File: src/rtl/regfile_sb.sv
// regfile_sb: CPU register file with two combinational read ports and one
// synchronous write port. It has an optional hardwired zero register, an
// optional write-to-read bypass, and a per-register scoreboard that decode
// uses to stall on RAW hazards.
module regfile_sb #(
  parameter int WIDTH    = 64,
  parameter int DEPTH    = 32,
  parameter int ZERO_REG = 1,
  parameter int BYPASS   = 1,
  localparam int AW      = $clog2(DEPTH)
) (
  input  logic             clk,
  input  logic             rst_n,
  input  logic [AW-1:0]    ra1,
  input  logic [AW-1:0]    ra2,
  output logic [WIDTH-1:0] rd1,
  output logic [WIDTH-1:0] rd2,
  input  logic             we,
  input  logic [AW-1:0]    wa,
  input  logic [WIDTH-1:0] wd,
  input  logic             iss_en,
  input  logic [AW-1:0]    iss_addr,
  output logic             pend1,
  output logic             pend2
);

  localparam logic [31:0] DEPTH_U = 32'(DEPTH);

  logic [WIDTH-1:0] regs [DEPTH];
  logic [DEPTH-1:0] pending;
  logic             wr_ok;
  logic             iss_ok;
  logic             rd1_ok;
  logic             rd2_ok;

  // An address is usable if it names a real register that is not the hardwired zero
  function automatic logic usable(input logic [AW-1:0] a);
    return (32'(a) < DEPTH_U) && !((ZERO_REG != 0) && (a == '0));
  endfunction

  assign wr_ok  = we && usable(wa);
  assign iss_ok = iss_en && usable(iss_addr);
  assign rd1_ok = usable(ra1);
  assign rd2_ok = usable(ra2);

  // Register storage: cleared on reset, written on retire when the target is usable
  always_ff @(posedge clk or negedge rst_n) begin
    if (!rst_n) begin
      for (int i = 0; i < DEPTH; i++) begin
        regs[i] <= '0;
      end
    end else if (wr_ok) begin
      regs[wa] <= wd;
    end
  end

  // Scoreboard: retire clears, issue sets; the issue comes second so a new
  // producer supersedes one that retires to the same register on the same edge
  always_ff @(posedge clk or negedge rst_n) begin
    if (!rst_n) begin
      pending <= '0;
    end else begin
      if (wr_ok) begin
        pending[wa] <= 1'b0;
      end
      if (iss_ok) begin
        pending[iss_addr] <= 1'b1;
      end
    end
  end

  // Read ports: unusable addresses read 0; a same-cycle write is forwarded when
  // bypassing is enabled and then also hides the pending bit it is about to clear
  always_comb begin
    rd1   = '0;
    rd2   = '0;
    pend1 = 1'b0;
    pend2 = 1'b0;
    if (rd1_ok) begin
      if ((BYPASS != 0) && wr_ok && (wa == ra1)) begin
        rd1 = wd;
      end else begin
        rd1   = regs[ra1];
        pend1 = pending[ra1];
      end
    end
    if (rd2_ok) begin
      if ((BYPASS != 0) && wr_ok && (wa == ra2)) begin
        rd2 = wd;
      end else begin
        rd2   = regs[ra2];
        pend2 = pending[ra2];
      end
    end
  end

endmodule

File: config.mk
export PLATFORM = sky130hd
export DESIGN_NAME = regfile_sb
export DESIGN_NICKNAME = d
export VERILOG_FILES = /design/src/rtl/regfile_sb.sv
export SDC_FILE = /design/constraint.sdc
export NUM_CORES = 2
export LEC_CHECK = 0
export BUFFER_PORTS_ARGS = -buffer_cell sky130_fd_sc_hd__buf_2
export CAP_MARGIN = 15
export CELL_PAD_IN_SITES_DETAIL_PLACEMENT = 0
export CELL_PAD_IN_SITES_GLOBAL_PLACEMENT = 1
export CORE_UTILIZATION = 50
export DETAILED_ROUTE_END_ITERATION = 10
export PLACE_DENSITY = 0.73
export RECOVER_POWER = 25
export SLEW_MARGIN = 20
export SYNTH_ARGS = -nofsm -noshare
export SYNTH_HDL_FRONTEND = slang
export SYNTH_SLANG_ARGS = --single-unit
File: constraint.sdc
create_clock -name clk -period 2.35 [get_ports clk]
set_input_delay 0.1175 -clock clk [delete_from_list [all_inputs] [get_ports clk]]
set_output_delay 0.1175 -clock clk [all_outputs]
set_load 0.01 [all_outputs]
# Yosys cells after proc, flatten, opt, wreduce, memory -nomap -nowiden
# Index checks and enable logic that the tools add are counted.
# classes
add_sub_neg	0
multipliers	0
div_mod_pow	0
order_cmp	10
n_eq_ne	2
shift	0
n_mux	27
bitwise_logic	6
reduce_logical	13
# op_table
op	count
2048-bit bitwise mux	1
64-bit binary-select mux with 5-bit select	2
64-bit two-way mux	9
64-bit demux with 5-bit select	1
32-bit two-way mux	2
32-bit bitwise AND	1
32-bit NOT	1
32-bit OR	1
5-bit by 6-bit < comparator with 1-bit output, second input constant	4
5-bit zero test	4
6-bit greater-or-equal comparator, second input constant	3
5-bit NOT with 6-bit output	3
1-bit binary-select mux with 5-bit select	2
1-bit demux with 5-bit select	2
5-bit == test	2
5-bit by 1-bit greater-or-equal comparator with 1-bit output, second input constant	2
1-bit two-way mux	8
1-bit logical AND	7
6-bit by 1-bit < comparator with 1-bit output, second input constant	1
1-bit zero test	2
# totals
reg_bits	2080
latchBits	0
ram_bits	0
mem_bits_ro	0
inputBits	88
out_inout_bits	130
word_cells	91
memories	0

# Longest topological paths before layout
# depth
word_depth	9
ltp_mapped	10

# Worst setup path before layout
# OpenSTA, ideal clock, no wires.
# synth_timing
path_type	input to output
start	input port ra1[0]
end	output port rd1[59]
arrival_time_ns	1.937
required_time_ns	2.233
slack_ns	0.296
stages	8
n_path_buf	4
cell_sequence	buf_2 buf_6 buf_2 buf_2 mux4_2 a22oi_1 a21oi_1 a211o_1
# synth_via
elab_chain_cells	6
# synth_lines
element	line_no	source
start, declared	14	input logic [AW-1:0] ra1,
5-bit NOT with 6-bit output (implied by the code)	83	rd1 = regs[ra1];
64-bit binary-select mux with 5-bit select	83	
64-bit two-way mux (implied by the code) (2 in a row)	83	
64-bit two-way mux	80	if ((BYPASS != 0) && wr_ok && (wa == ra1)) begin
64-bit two-way mux (*)	79	if (rd1_ok) begin
end, declared	16	output logic [WIDTH-1:0] rd1,
# Every way passes the cells marked *; elsewhere a longest branch is shown, timed or not. The select of a mux whose other input is x is not followed.

# Worst setup path after layout
# layout_timing
start	register regs[1580] (netlist name)
end	output port rd2[44]
# layout_via
elab_chain_cells	5
# layout_lines
element	line_no	source
start, declared	29	logic [WIDTH-1:0] regs [DEPTH];
start signal, assigned by index	53	regs[wa] <= wd;
64-bit binary-select mux with 5-bit select	91	rd2 = regs[ra2];
64-bit two-way mux (implied by the code) (2 in a row)	91	
64-bit two-way mux	88	if ((BYPASS != 0) && wr_ok && (wa == ra2)) begin
64-bit two-way mux	87	if (rd2_ok) begin
end, declared	17	output logic [WIDTH-1:0] rd2,
# Every way passes these cells. The select of a mux whose other input is x is not followed.

==> results.cfg <==
[run_status]
status = finished, violations left
violations = capacitance limit, slew limit, setup timing

[job]
cap_violations = 1

[synth]
syn_inst = 7620
synth_top_area_share_pct = 47.1
synthTopCellsByCount = dfrtp_1, mux2_2, mux4_2
synth_seq_area_share_pct = 47.1
ys_ff_latch = 2080
netlist_area_sq_um = 111000
ys_types = 64
ys_async_sr_fraction_pct = 100
avgSynthCellArea_sq_um = 14.5
ys_dominant_reg_cell = dfrtp_1
synth_nets = 7708
ys_warn_count = 0
yosysMostFrequentCell = dfrtp_1
synth_area_leaders = dfrtp_1, mux2_2, mux4_2
yosysTopAreaCell = dfrtp_1
synth_edf_count = 0

[cells_and_area]
layout-drive-gt1-share_pct = 55.5
layout.nets = 8044
synthToLayoutAreaGrowth_pct = 18.2
final_util_pct = 59.5
final_area_sq_um = 131000
fillers = 16800

[clock_tree]
cts_buffer_depth = 3
cts_buffers = 227
clock-sinks = 2080
h-tree-depth = 4
cts-root-buf = clkbuf_16
clk_pin_slew_worst_paths_ns = 0.06
clk_latency_ns = 0.88
cts_tree = yes

[timing]
rsz0062_at_grt = yes
worst_pin_slew_ns = 1.78
slew_headroom_pct = -18.8
setup_viol = 295
hold_viol_final = 0
fmax_mhz = 323
clock_skew_ns = 0
fin_crit_ns = 3.10
drv_slew = 26
hold_slack_ns = 0.0716
postLayoutSetupSlackWorst_ns = -0.745
fin_crit_sh_pct = 132

[global_routing]
grt_usage_pct = 33.7
grt_max_degree = 123
grt_pass1_wl_um = 551000
grt_pass1_vias = 79200
grt_antenna_before_repair = 9
grt_overflow = 0

[detailed_routing]
routedWlPerCell_um = 33.7
vias = 75500
drc = 0
wirelength_um = 374000
dr.pass1.iters = 6
antenna_left = 0
drt_iter0_drc = 7530
viasPerCell = 6.80

[worst_setup_path]
cp_top_family = multiplexers
startpoint = regs[1580]
worst-path-buf-inv = 1
reg2reg_from = regs[565]
reg2reg_depth = 3
crit_type = reg2out
path_max_fanout = 2
worst_setup_path_end_kind = output port
slowest_stage = mux4_2
crit_chain = mux4_2 -> mux4_2 -> nor3b_1 -> a211o_1 -> buf_2
cp-start-kind = flip-flop
slowest_delay_ns = 0.52
r2r-end = regs[565]
worstPathRequired_ns = 2.23
r2r_slack_ns = 1.33
worstPathArrival_ns = 2.98
crit_top_cell = mux4_2

[place]
io_buffers = 217
place_congestion = 0.863
dpl_cell_area_sq_um = 120000
hpwl_um = 232000

[power]
power_density_nw_per_um2 = 827
vdd_ir_drop_max_uv = 690
p_leak_uw = 0.0570

[floorplan]
core_area_sq_um = 220000
dieArea_sq_um = 223000
die_h_um = 472
initial_core_util_pct = 50.3
io_pins = 218
rows = 172
die_w_um = 472

[hold_path]
hold_start = wa[4]
whs_path_depth = 5
worst_hold_path_type = in2reg
hold_end = pending[31]
[how the worst max path moves through the flow]
stage / endpoint / slack (ns) / depth (start not counted)
floorplan: rd1[59] / 0.30 / 8
global placement: rd2[62] / -0.34 / 9
detailed placement: rd2[62] / -0.31 / 9
CTS: rd2[44] / -0.76 / 5
global route: rd2[44] / -0.76 / 5
finish: rd2[44] / -0.75 / 5
[layout make-up]
| class | instances | area (sq um) | area share, % |
|---|---|---|---|
| timing repair buffer | 1012 | 10900 | 8.33 |
| inverter | 22 | 97.6 | 0.0747 |
| tap | 2958 | 3700 | 2.83 |
| clock buffer | 351 | 6880 | 5.26 |
| antenna | 6 | 15.0 | 0.0115 |
| sequential | 2080 | 52000 | 39.8 |
| clock inverter | 62 | 880 | 0.673 |
| multi-input combinational | 4613 | 56200 | 43.0 |
[report_power, final]
group          switching, uW  total, uW  leakage [uW]  internal [uW]
sequential              5080      47700        0.0266          42700
combinational           9620      23300        0.0265          13700
clock                  15300      37100       0.00381          21700
total                  30000     108000        0.0570          78100
[registers in the layout (all words and copies together), names as in the netlist]
| signal | flops |
|---|---|
| pending | 32 |
| regs | 2048 |
[stage by stage]
| step | setup TNS, ns | std cells | worst slack (ns) | power, uW |
|---|---|---|---|---|
| 6_report | -47.86 | 11100 | -0.745 | 108000 |
| 5_1_grt | -112.72 | 11100 | -0.760 | 112000 |
| 4_1_cts | -45.05 | 11100 | -0.756 | 108000 |
| 3_5_place_dp | -8.36 | 10600 | -0.309 | 70000 |
| 3_3_place_gp | -7.31 | 10600 | -0.344 | 68800 |
| 2_1_floorplan | 0 | 7620 | 0.296 | 62300 |
[worst register-to-register path, stage by stage, from the launching register on]
cell and delay (ns):
dfrtp_1 0.40, buf_6 0.13, buf_4 0.12, mux2_2 0.25
[cells in the final DEF (no fill, tap or decap), types with 16 or more instances in the layout]
master / n
a32o_1: 16
buf_2: 165
a22oi_2: 21
a21oi_2: 17
nand3_2: 35
nor3_1: 45
o22ai_1: 160
inv_1: 16
a221oi_1: 165
a22oi_1: 23
nand3_1: 84
buf_6: 55
o21ai_1: 60
dfrtp_1: 2080
o221ai_1: 19
o21ai_0: 45
o22ai_2: 28
o21ai_2: 89
clkbuf_16: 232
a221o_1: 19
a32o_2: 33
nor2_1: 73
buf_12: 264
dlygate4sd3_1: 78
buf_4: 422
a21oi_1: 16
mux2_2: 1999
clkbuf_1: 66
mux4_2: 844
clkinv_2: 29
mux2i_1: 412
a22o_1: 48
clkbuf_8: 64
nand2_1: 77
[per-layer routing]
| layer | track usage [%] | routed length, um | share of wire (%) |
|---|---|---|---|
| met3 | 6.95 | 30200 | 8.1 |
| met1 | 45.8 | 151000 | 40 |
| met2 | 51.9 | 173000 | 46 |
| met4 | 15.9 | 19600 | 5.2 |
| met5 | 0 | 71 | 0.019 |
[cell families after synthesis]
logic type      share of synthesized area, %
flops                                   47.1
compound gates                          5.54
buf+inv                                 3.83
simple gates                            2.10
mux                                     41.4
xor+xnor                              0.0792
[repair_timing]
item                                    4_1_cts  5_1_grt
hold buffers                                 78        0
endpoints found under the hold margin      3898        0
gates cloned                                  0        0
gates resized for setup                     441      121
pin swaps                                   229       73
endpoints found under the setup margin      130      130
buffers inserted                             45       18
Note: power is estimated with default switching activity, not from simulation.
